==> src/rtl/fetch_ctrl.sv <==
// Instruction fetch sequencer: issues one I-cache request at a time, buffers
// returned instructions with their PCs for decode, and drops stale responses on redirect.
//
// state      | meaning
// S_RUN      | no request outstanding; may issue when buffer has room
// S_WAIT     | one request accepted, response pending
// S_DISCARD  | one request outstanding whose response will be dropped
module fetch_ctrl #(
  parameter int              ADDR     = 32,
  parameter int              INST     = 32,
  parameter int              DEPTH    = 4,
  parameter logic [ADDR-1:0] RESET_PC = '0
) (
  input  logic            clk,
  input  logic            reset,
  output logic            ic_req_valid,
  output logic [ADDR-1:0] ic_req_addr,
  input  logic            ic_req_ready,
  input  logic            ic_resp_valid,
  input  logic [INST-1:0] ic_resp_inst,
  input  logic            redirect_valid,
  input  logic [ADDR-1:0] redirect_addr,
  output logic            inst_valid,
  output logic [ADDR-1:0] inst_pc,
  output logic [INST-1:0] inst,
  input  logic            inst_ready
);

  localparam int              PW    = $clog2(DEPTH);
  localparam int              CW    = PW + 1;
  localparam logic [CW-1:0]   FULL  = CW'(DEPTH);
  localparam logic [ADDR-1:0] STEP  = ADDR'(INST / 8);

  typedef enum logic [1:0] {S_RUN, S_WAIT, S_DISCARD} state_t;

  state_t          state;
  logic [ADDR-1:0] pc;
  logic [ADDR-1:0] req_pc;
  logic [ADDR-1:0] pc_mem   [DEPTH];
  logic [INST-1:0] inst_mem [DEPTH];
  logic [PW-1:0]   wr_ptr;
  logic [PW-1:0]   rd_ptr;
  logic [CW-1:0]   count;
  logic            accept;
  logic            push;
  logic            pop;

  // Requests only leave from S_RUN, so count already covers the reserved slot.
  assign ic_req_valid = (state == S_RUN) && (count < FULL) && !redirect_valid && !reset;
  assign ic_req_addr  = pc;
  assign inst_valid   = (count != '0) && !redirect_valid && !reset;
  assign inst_pc      = pc_mem[rd_ptr];
  assign inst         = inst_mem[rd_ptr];

  assign accept = ic_req_valid && ic_req_ready;
  assign push   = (state == S_WAIT) && ic_resp_valid && !redirect_valid && !reset;
  assign pop    = inst_valid && inst_ready;

  always_ff @(posedge clk) begin
    if (push) begin
      pc_mem[wr_ptr]   <= req_pc;
      inst_mem[wr_ptr] <= ic_resp_inst;
    end
  end

  always_ff @(posedge clk) begin
    if (reset) begin
      state  <= S_RUN;
      pc     <= RESET_PC;
      req_pc <= RESET_PC;
      wr_ptr <= '0;
      rd_ptr <= '0;
      count  <= '0;
    end else if (redirect_valid) begin
      pc     <= redirect_addr;
      wr_ptr <= '0;
      rd_ptr <= '0;
      count  <= '0;
      unique case (state)
        S_WAIT, S_DISCARD: state <= ic_resp_valid ? S_RUN : S_DISCARD;
        default:           state <= S_RUN;
      endcase
    end else begin
      unique case (state)
        S_RUN: begin
          if (accept) begin
            pc     <= pc + STEP;
            req_pc <= pc;
            state  <= S_WAIT;
          end
        end
        S_WAIT, S_DISCARD: begin
          if (ic_resp_valid) state <= S_RUN;
        end
        default: state <= S_RUN;
      endcase
      if (push) wr_ptr <= wr_ptr + PW'(1);
      if (pop)  rd_ptr <= rd_ptr + PW'(1);
      unique case ({push, pop})
        2'b10:   count <= count + CW'(1);
        2'b01:   count <= count - CW'(1);
        default: count <= count;
      endcase
    end
  end

endmodule

==> config.mk <==
export PLATFORM = sky130hd
export DESIGN_NAME = fetch_ctrl
export DESIGN_NICKNAME = d
export VERILOG_FILES = /design/src/rtl/fetch_ctrl.sv
export SDC_FILE = /design/constraint.sdc
export NUM_CORES = 1
export LEC_CHECK = 0
export CORE_MARGIN = 8
export CORE_UTILIZATION = 46
export DETAILED_ROUTE_END_ITERATION = 12
export GPL_ROUTABILITY_DRIVEN = 0
export GPL_TIMING_DRIVEN = 0
export PLACE_DENSITY = 0.68
export SLEW_MARGIN = 20
export SYNTH_ARGS = -nofsm -noshare
export SYNTH_HDL_FRONTEND = slang
export SYNTH_SLANG_ARGS = --single-unit
==> constraint.sdc <==
create_clock -name clk -period 10.17 [get_ports clk]
set_clock_uncertainty 0.1 [all_clocks]
set_input_delay 2.034 -clock clk [delete_from_list [all_inputs] [get_ports clk]]
set_output_delay 2.034 -clock clk [all_outputs]
set_load 0.01 [all_outputs]
After elaboration in Yosys (flattened, before gate mapping):

Memories as Yosys holds them, arrays and structs flattened. A register that Yosys moved wholly into a read port is not among the register bits.
Index checks and enable logic that the tools add are counted.

* add/sub/neg operators: 5
* order comparisons: 1
* equal/unequal tests: 6
* multiplexer cells: 16
* bitwise logic cells: 1
* reductions and logical operators: 22

Operators by type and width (number)
* two-way mux 32 bit: 3
* adder 32 x 3 -> 32 bit, second input constant: 1
* two-way mux 2 bit: 9
* logical AND 1 bit: 10
* inequality test 3 bit, second input constant: 2
* case mux 3 bit (2 select lines): 1
* nonzero test 2 bit: 3
* adder 2 x 1 -> 2 bit, second input constant: 2
* equality test 2 x 1 -> 1 bit, second input constant: 2
* equality test 2 bit, second input constant: 2
* case mux 2 bit (2 select lines): 1
* AND reduction 2 bit: 2
* OR reduction 2 bit: 2
* adder 3 x 1 -> 3 bit, second input constant: 1
* less-than comparator 3 bit, second input constant: 1
* AND reduction 3 bit: 1
* nonzero test 3 bit: 1
* subtractor 3 x 1 -> 3 bit, second input constant: 1
* zero test 1 bit: 2
* zero test 2 bit: 1
* two-way mux 1 bit: 2
* NOT 1 bit: 1

* bits in registers: 73
* memory bits (writable): 256
* input port bits: 70
* output and inout bits: 98
* word-level logic and storage cells: 59
* memories: 2

Memories
* inst_mem: words 4, bits a word 32, read ports 1, clocked after Yosys merged registers in 1, wr ports 1, RTL line 40 `logic [INST-1:0] inst_mem [DEPTH];`
* pc_mem: words 4, bits a word 32, read ports 1, clocked after Yosys merged registers in 1, wr ports 1, RTL line 39 `logic [ADDR-1:0] pc_mem [DEPTH];`

Logic depth before layout (Yosys ltp):

Gate-level depths: netlist of the first run.

* word-level depth: 8
* depth in mapped cells: 11
* depth with buffers taken out: 11

Worst setup path before layout of the first run:

OpenSTA, ideal clock, no wires.

* path kind: input to output
* from: input redirect_valid
* to: output ic_req_valid
* arrival time: 2925 ps
* required time: 8036 ps
* slack: 5111 ps
* stages: 4
* path buffers: 2
* cells stage by stage: or2_0 > clkbuf_1 > clkbuf_1 > nor3b_1

* cells in the longest elaborated chain, start to end: 3

Ends and longest elaborated chain
* start: declaration: RTL line 21 `input logic redirect_valid,`
* zero test 1 bit: RTL line 49 `assign ic_req_valid = (state == S_RUN) && (count < FULL) && !redirect_valid && !reset;`
* logical AND 1 bit (2 in a row): RTL line 49
* end: declaration: RTL line 16 `output logic ic_req_valid,`

Every way passes these cells.

Worst setup path in the final report of the first run:

* from: input reset
* to: output ic_req_valid

* cells in the longest elaborated chain, start to end: 2

Ends and longest elaborated chain
* start: declaration: RTL line 15 `input logic reset,`
* zero test 1 bit: RTL line 49
* logical AND 1 bit: RTL line 49

Every way passes these cells.

==> metrics.txt, run 1 <==
# TYPE chip_impl_metric gauge
chip_impl_metric{name="cts-buffers-inserted",unit=""} 35
chip_impl_metric{name="buffer_ports.inserted",unit=""} 167
chip_impl_metric{name="num_antenna_cells",unit=""} 0
chip_impl_metric{name="fmaxAchievable",unit="MHz"} 161
chip_impl_metric{name="grt_total_usage",unit="%"} 17.0
chip_impl_metric{name="ctsLongestPathBuffers",unit=""} 3
chip_impl_metric{name="die_area",unit="mm²"} 0.0334
chip_impl_metric{name="first_iter_violations",unit=""} 506
chip_impl_metric{name="final_layout_size_suffix_gt1_share",unit="%"} 14.6
chip_impl_metric{name="vias_per_cell",unit=""} 5.27
chip_impl_info{name="min-delay-path-class",value="register to register"} 1
chip_impl_info{name="synth_area_leaders",value="sky130_fd_sc_hd__edfxtp_1 60%, sky130_fd_sc_hd__dfxtp_1 12%, sky130_fd_sc_hd__mux4_2 11%, sky130_fd_sc_hd__nand2_1 2.8%, sky130_fd_sc_hd__a21oi_1 1.9%"} 1
chip_impl_info{name="cts_root_buffer",value="sky130_fd_sc_hd__clkbuf_16"} 1
chip_impl_metric{name="synth-adder-area-share",unit="%"} 0.940
chip_impl_metric{name="floorplan.initialDensity",unit="%"} 46.4
chip_impl_metric{name="crit_fanout",unit=""} 10
chip_impl_metric{name="post-place-cells",unit=""} 1325
chip_impl_metric{name="synthSimpleGateAreaFrac",unit="%"} 7.95
chip_impl_metric{name="leakagePower",unit="nW"} 5.18
chip_impl_metric{name="yosysSeqAreaShare",unit="%"} 71.9
chip_impl_metric{name="cts_max_level",unit=""} 2
chip_impl_metric{name="hold-path-cell-count",unit=""} 2
chip_impl_metric{name="ioPinCount",unit=""} 168
chip_impl_info{name="holdPathEnd",value="state[0]"} 1
chip_impl_metric{name="vias_in_the_first_global_route",unit=""} 7759
chip_impl_info{name="yosys.area.top_type",value="sky130_fd_sc_hd__edfxtp_1"} 1
chip_impl_metric{name="hold_buffers",unit=""} 0
chip_impl_metric{name="grt_max_degree",unit=""} 47
chip_impl_metric{name="post_cts_resized",unit=""} 0
chip_impl_metric{name="yosys_synthesis_warning_count",unit=""} 0
chip_impl_metric{name="hold_slack",unit="ps"} 383
chip_impl_info{name="end_kind",value="primary output"} 1
chip_impl_metric{name="power.density_cell_area",unit="mW/mm²"} 172
chip_impl_info{name="critPathLaunchType",value="input pin"} 1
chip_impl_metric{name="wl_per_cell",unit="µm"} 20.2
chip_impl_metric{name="number_of_nets_in_the_synthesized_netlist",unit=""} 855
chip_impl_metric{name="post_synth.cell_area_avg",unit="µm²"} 16.5
chip_impl_metric{name="grt_pass1_wl",unit="mm"} 44.1
chip_impl_metric{name="yosysUniqueCellTypes",unit=""} 46
chip_impl_metric{name="max_cap_violations",unit=""} 0
chip_impl_info{name="worstReg2RegEnd",value="count[2]"} 1
chip_impl_info{name="worstReg2RegStart",value="count[2]"} 1
chip_impl_info{name="run_status",value="finished, final reports clean"} 1
chip_impl_metric{name="muxShareOfSynthArea",unit="%"} 11.9
chip_impl_metric{name="dp_hpwl",unit="mm"} 18.6
chip_impl_metric{name="placed_cell_area",unit="mm²"} 0.0150
chip_impl_metric{name="number_of_detailed_routing_iterations_run_before_antenna_repair",unit=""} 4
chip_impl_metric{name="period_share",unit="%"} 61.0
chip_impl_metric{name="synth_compound_gate_area_share",unit="%"} 3.55
chip_impl_metric{name="count_of_clock_tree_sinks",unit=""} 331
chip_impl_metric{name="routed-via-count",unit=""} 7319
chip_impl_metric{name="syn2layout_area_growth",unit="%"} 26.1
chip_impl_metric{name="crit_required",unit="ps"} 8040
chip_impl_metric{name="timing.slew.headroom",unit="%"} 38.9
chip_impl_metric{name="syn-instance-count",unit=""} 776
chip_impl_metric{name="postLayoutCellArea",unit="mm²"} 0.0161
chip_impl_metric{name="core_area",unit="mm²"} 0.0276
chip_impl_metric{name="vdd_drop_max",unit="µV"} 87.4
chip_impl_metric{name="worst_pin_slew",unit="ps"} 916
chip_impl_info{name="criticalPathCategory",value="input pin to primary output"} 1
chip_impl_metric{name="detail_route.wirelength",unit="mm"} 28.0
chip_impl_metric{name="number_of_synthesized_flops_with_an_enable_pin",unit=""} 256
chip_impl_info{name="cts_tree",value="built"} 1
chip_impl_metric{name="layout_min_cycle_time",unit="ps"} 6200
chip_impl_metric{name="synth_async_sr_flop_share",unit="%"} 0
chip_impl_info{name="synth_top_family_by_area",value="multiplexers"} 1
chip_impl_metric{name="die_width",unit="µm"} 183
chip_impl_metric{name="reg2reg_setup_slack",unit="ps"} 7590
chip_impl_metric{name="nNetsFinal",unit=""} 1063
chip_impl_metric{name="drcViolationCount",unit=""} 0
chip_impl_metric{name="register_bit_count_reported_by_yosys",unit=""} 331
chip_impl_metric{name="grt-ovfl-total",unit=""} 0
chip_impl_metric{name="timing_max_transition_violations_final",unit=""} 0
chip_impl_info{name="start_point_of_the_worst_hold_path",value="state[0]"} 1
chip_impl_metric{name="synth_top_area_share",unit="%"} 60.2
chip_impl_metric{name="post_layout_nonfiller_instances",unit=""} 1388
chip_impl_info{name="ys.flop_type",value="sky130_fd_sc_hd__edfxtp_1"} 1
chip_impl_metric{name="timing.critical_path.arrival",unit="ps"} 4070
chip_impl_metric{name="synth.cell_area",unit="mm²"} 0.0128
chip_impl_metric{name="final_antenna_net_count",unit=""} 0
chip_impl_metric{name="post_cts_buffers",unit=""} 0
chip_impl_metric{name="reg2reg_depth",unit=""} 8
chip_impl_metric{name="finalHoldViolCount",unit=""} 0
chip_impl_metric{name="yosys.area_share.xor_xnor",unit="%"} 2.06
chip_impl_metric{name="clk_latency",unit="ps"} 500
chip_impl_metric{name="die_y_extent",unit="µm"} 183
chip_impl_metric{name="antenna_found_initial",unit=""} 0
chip_impl_metric{name="setup_viol",unit=""} 0
chip_impl_info{name="rsz_0062_raised_after_global_routing",value="false"} 1
chip_impl_metric{name="timing.setup.tns",unit="ps"} 0
chip_impl_metric{name="cts.reportedPaths.clkPinSlew",unit="ps"} 60
chip_impl_metric{name="rows",unit=""} 61
chip_impl_metric{name="nFillCells",unit=""} 2187
==> power by group <==
part / internal, W / switching (W) / total, W
clock: 0.000696 / 0.000491 / 0.00119
sequential: 0.00146 / 0.0000185 / 0.00148
combinational: 0.0000563 / 0.0000540 / 0.000110
==> worst max path at each step <==
stage / cells after the start / end / slack, ps / from
after CTS: 6 / ic_req_valid / 3910 / reset
after floorplan: 4 / ic_req_valid / 5110 / redirect_valid
after detailed placement: 6 / ic_req_valid / 3940 / reset
final: 6 / ic_req_valid / 3970 / reset
after global routing: 6 / ic_req_valid / 3820 / reset
after global placement: 5 / pc_mem[1][28] / 3660 / reset
==> critical path, stage by stage <==
cell and delay, ps:
sky130_fd_sc_hd__clkdlybuf4s50_1 480, sky130_fd_sc_hd__or2_0 220, sky130_fd_sc_hd__clkbuf_1 210, sky130_fd_sc_hd__clkbuf_1 280, sky130_fd_sc_hd__nor3b_1 260, sky130_fd_sc_hd__clkdlybuf4s50_1 570
==> cells in the final DEF (no fill, tap or decap), types with 13 or more instances in the layout <==
cell,n
sky130_fd_sc_hd__xor2_1,17
sky130_fd_sc_hd__nand2_1,94
sky130_fd_sc_hd__clkbuf_1,34
sky130_fd_sc_hd__mux4_2,64
sky130_fd_sc_hd__dfxtp_1,75
sky130_fd_sc_hd__xnor2_1,13
sky130_fd_sc_hd__nand4_1,16
sky130_fd_sc_hd__inv_1,13
sky130_fd_sc_hd__nor2_1,31
sky130_fd_sc_hd__a21oi_1,48
sky130_fd_sc_hd__clkbuf_16,37
sky130_fd_sc_hd__edfxtp_1,256
sky130_fd_sc_hd__clkdlybuf4s50_1,167
==> per-stage QoR <==
step	setup slack (ps)	power (W)	utilization (%)
floorplan	5110	0.00154	-
global placement	3660	0.00162	54.1
CTS	3910	0.00281	58.5
finish	3970	0.00278	58.5
global route	3820	0.00287	58.5
detailed placement	3940	0.00162	54.6
==> cell usage after synthesis (5+ instances only) <==
master                     number
sky130_fd_sc_hd__a211oi_1       5
sky130_fd_sc_hd__a21oi_1       48
sky130_fd_sc_hd__a31oi_1        8
sky130_fd_sc_hd__and2_1        14
sky130_fd_sc_hd__buf_2          8
sky130_fd_sc_hd__clkbuf_1      27
sky130_fd_sc_hd__dfxtp_1       75
sky130_fd_sc_hd__edfxtp_1     256
sky130_fd_sc_hd__ha_1           8
sky130_fd_sc_hd__inv_1         13
sky130_fd_sc_hd__mux2i_1        5
sky130_fd_sc_hd__mux4_2        64
sky130_fd_sc_hd__nand2_1       94
sky130_fd_sc_hd__nand3_1        8
sky130_fd_sc_hd__nand4_1       16
sky130_fd_sc_hd__nor2_1        31
sky130_fd_sc_hd__nor4_1         9
sky130_fd_sc_hd__o22ai_1        9
sky130_fd_sc_hd__xnor2_1       13
sky130_fd_sc_hd__xor2_1        17
==> final cells by class <==
class | instances | area (µm²) | share of cell area [%]
Sequential cell | 331 | 9190 | 57.0
Multi-Input combinational cell | 391 | 3380 | 21.0
Timing Repair Buffer | 171 | 1770 | 11.0
Clock buffer | 45 | 966 | 6.00
Tap cell | 378 | 473 | 2.94
Buffer | 40 | 168 | 1.04
Clock inverter | 18 | 111 | 0.691
Inverter | 14 | 52.6 | 0.326
==> registers in the layout (all words and copies together) (netlist names), named ones only <==
signal and flops:
inst_mem 128, wr_ptr 2, req_pc 32, pc_mem 128, rd_ptr 2, state 2, count 3, ic_req_addr 32
==> cells by family after synthesis <==
family / after synthesis
AO/OA/AOI/OAI: 78
AND/OR/NAND/NOR: 203
multiplexers: 71
flip-flops: 331
buffers and inverters: 54
XOR/XNOR: 30
adder cells (fa/ha/maj): 9
==> layer usage <==
metal  global-route usage, %  vias up  part of all wire, %
met5                       0        -                    0
met4                    4.39        0                  1.9
met3                    5.49       43                  8.0
met2                    27.0      250                   46
met1                    22.2     3608                   44
li1                        -     3418                    -
(Power assumes the default switching activity.)
==> run 2, diff against run 1 <==
==> constraint.sdc (replaced) <==
create_clock -name clk -period 6.1 [get_ports clk]
set_clock_uncertainty 0.1 [all_clocks]
set_input_delay 1.22 -clock clk [delete_from_list [all_inputs] [get_ports clk]]
set_output_delay 1.22 -clock clk [all_outputs]
set_load 0.01 [all_outputs]
==> results of run 2 <==
Same layout as run 1 (identical final DEF). Status: finished, final reports clean.
Main changes from that run: setup slack after placement 3940 ps -> 1500 ps; setup slack after layout 3970 ps -> 1530 ps; register-to-register setup slack 7590 ps -> 3520 ps; total power 0.00278 W -> 0.00463 W; worst IR drop on VDD 87.4 µV -> 146 µV
==> run 3, diff against run 2 <==
==> constraint.sdc (replaced) <==
create_clock -name clk -period 4.26 [get_ports clk]
set_clock_uncertainty 0.1 [all_clocks]
set_input_delay 0.852 -clock clk [delete_from_list [all_inputs] [get_ports clk]]
set_output_delay 0.852 -clock clk [all_outputs]
set_load 0.01 [all_outputs]
==> results of run 3 <==
Same layout as run 1 (identical final DEF). Status: finished, final reports clean.
Main changes from that run: setup slack after placement 3940 ps -> 392 ps; setup slack after layout 3970 ps -> 220 ps; end point of the critical path ic_req_valid -> inst_pc[11]; register-to-register setup slack 7590 ps -> 1680 ps; total power 0.00278 W -> 0.00663 W; worst IR drop on VDD 87.4 µV -> 209 µV
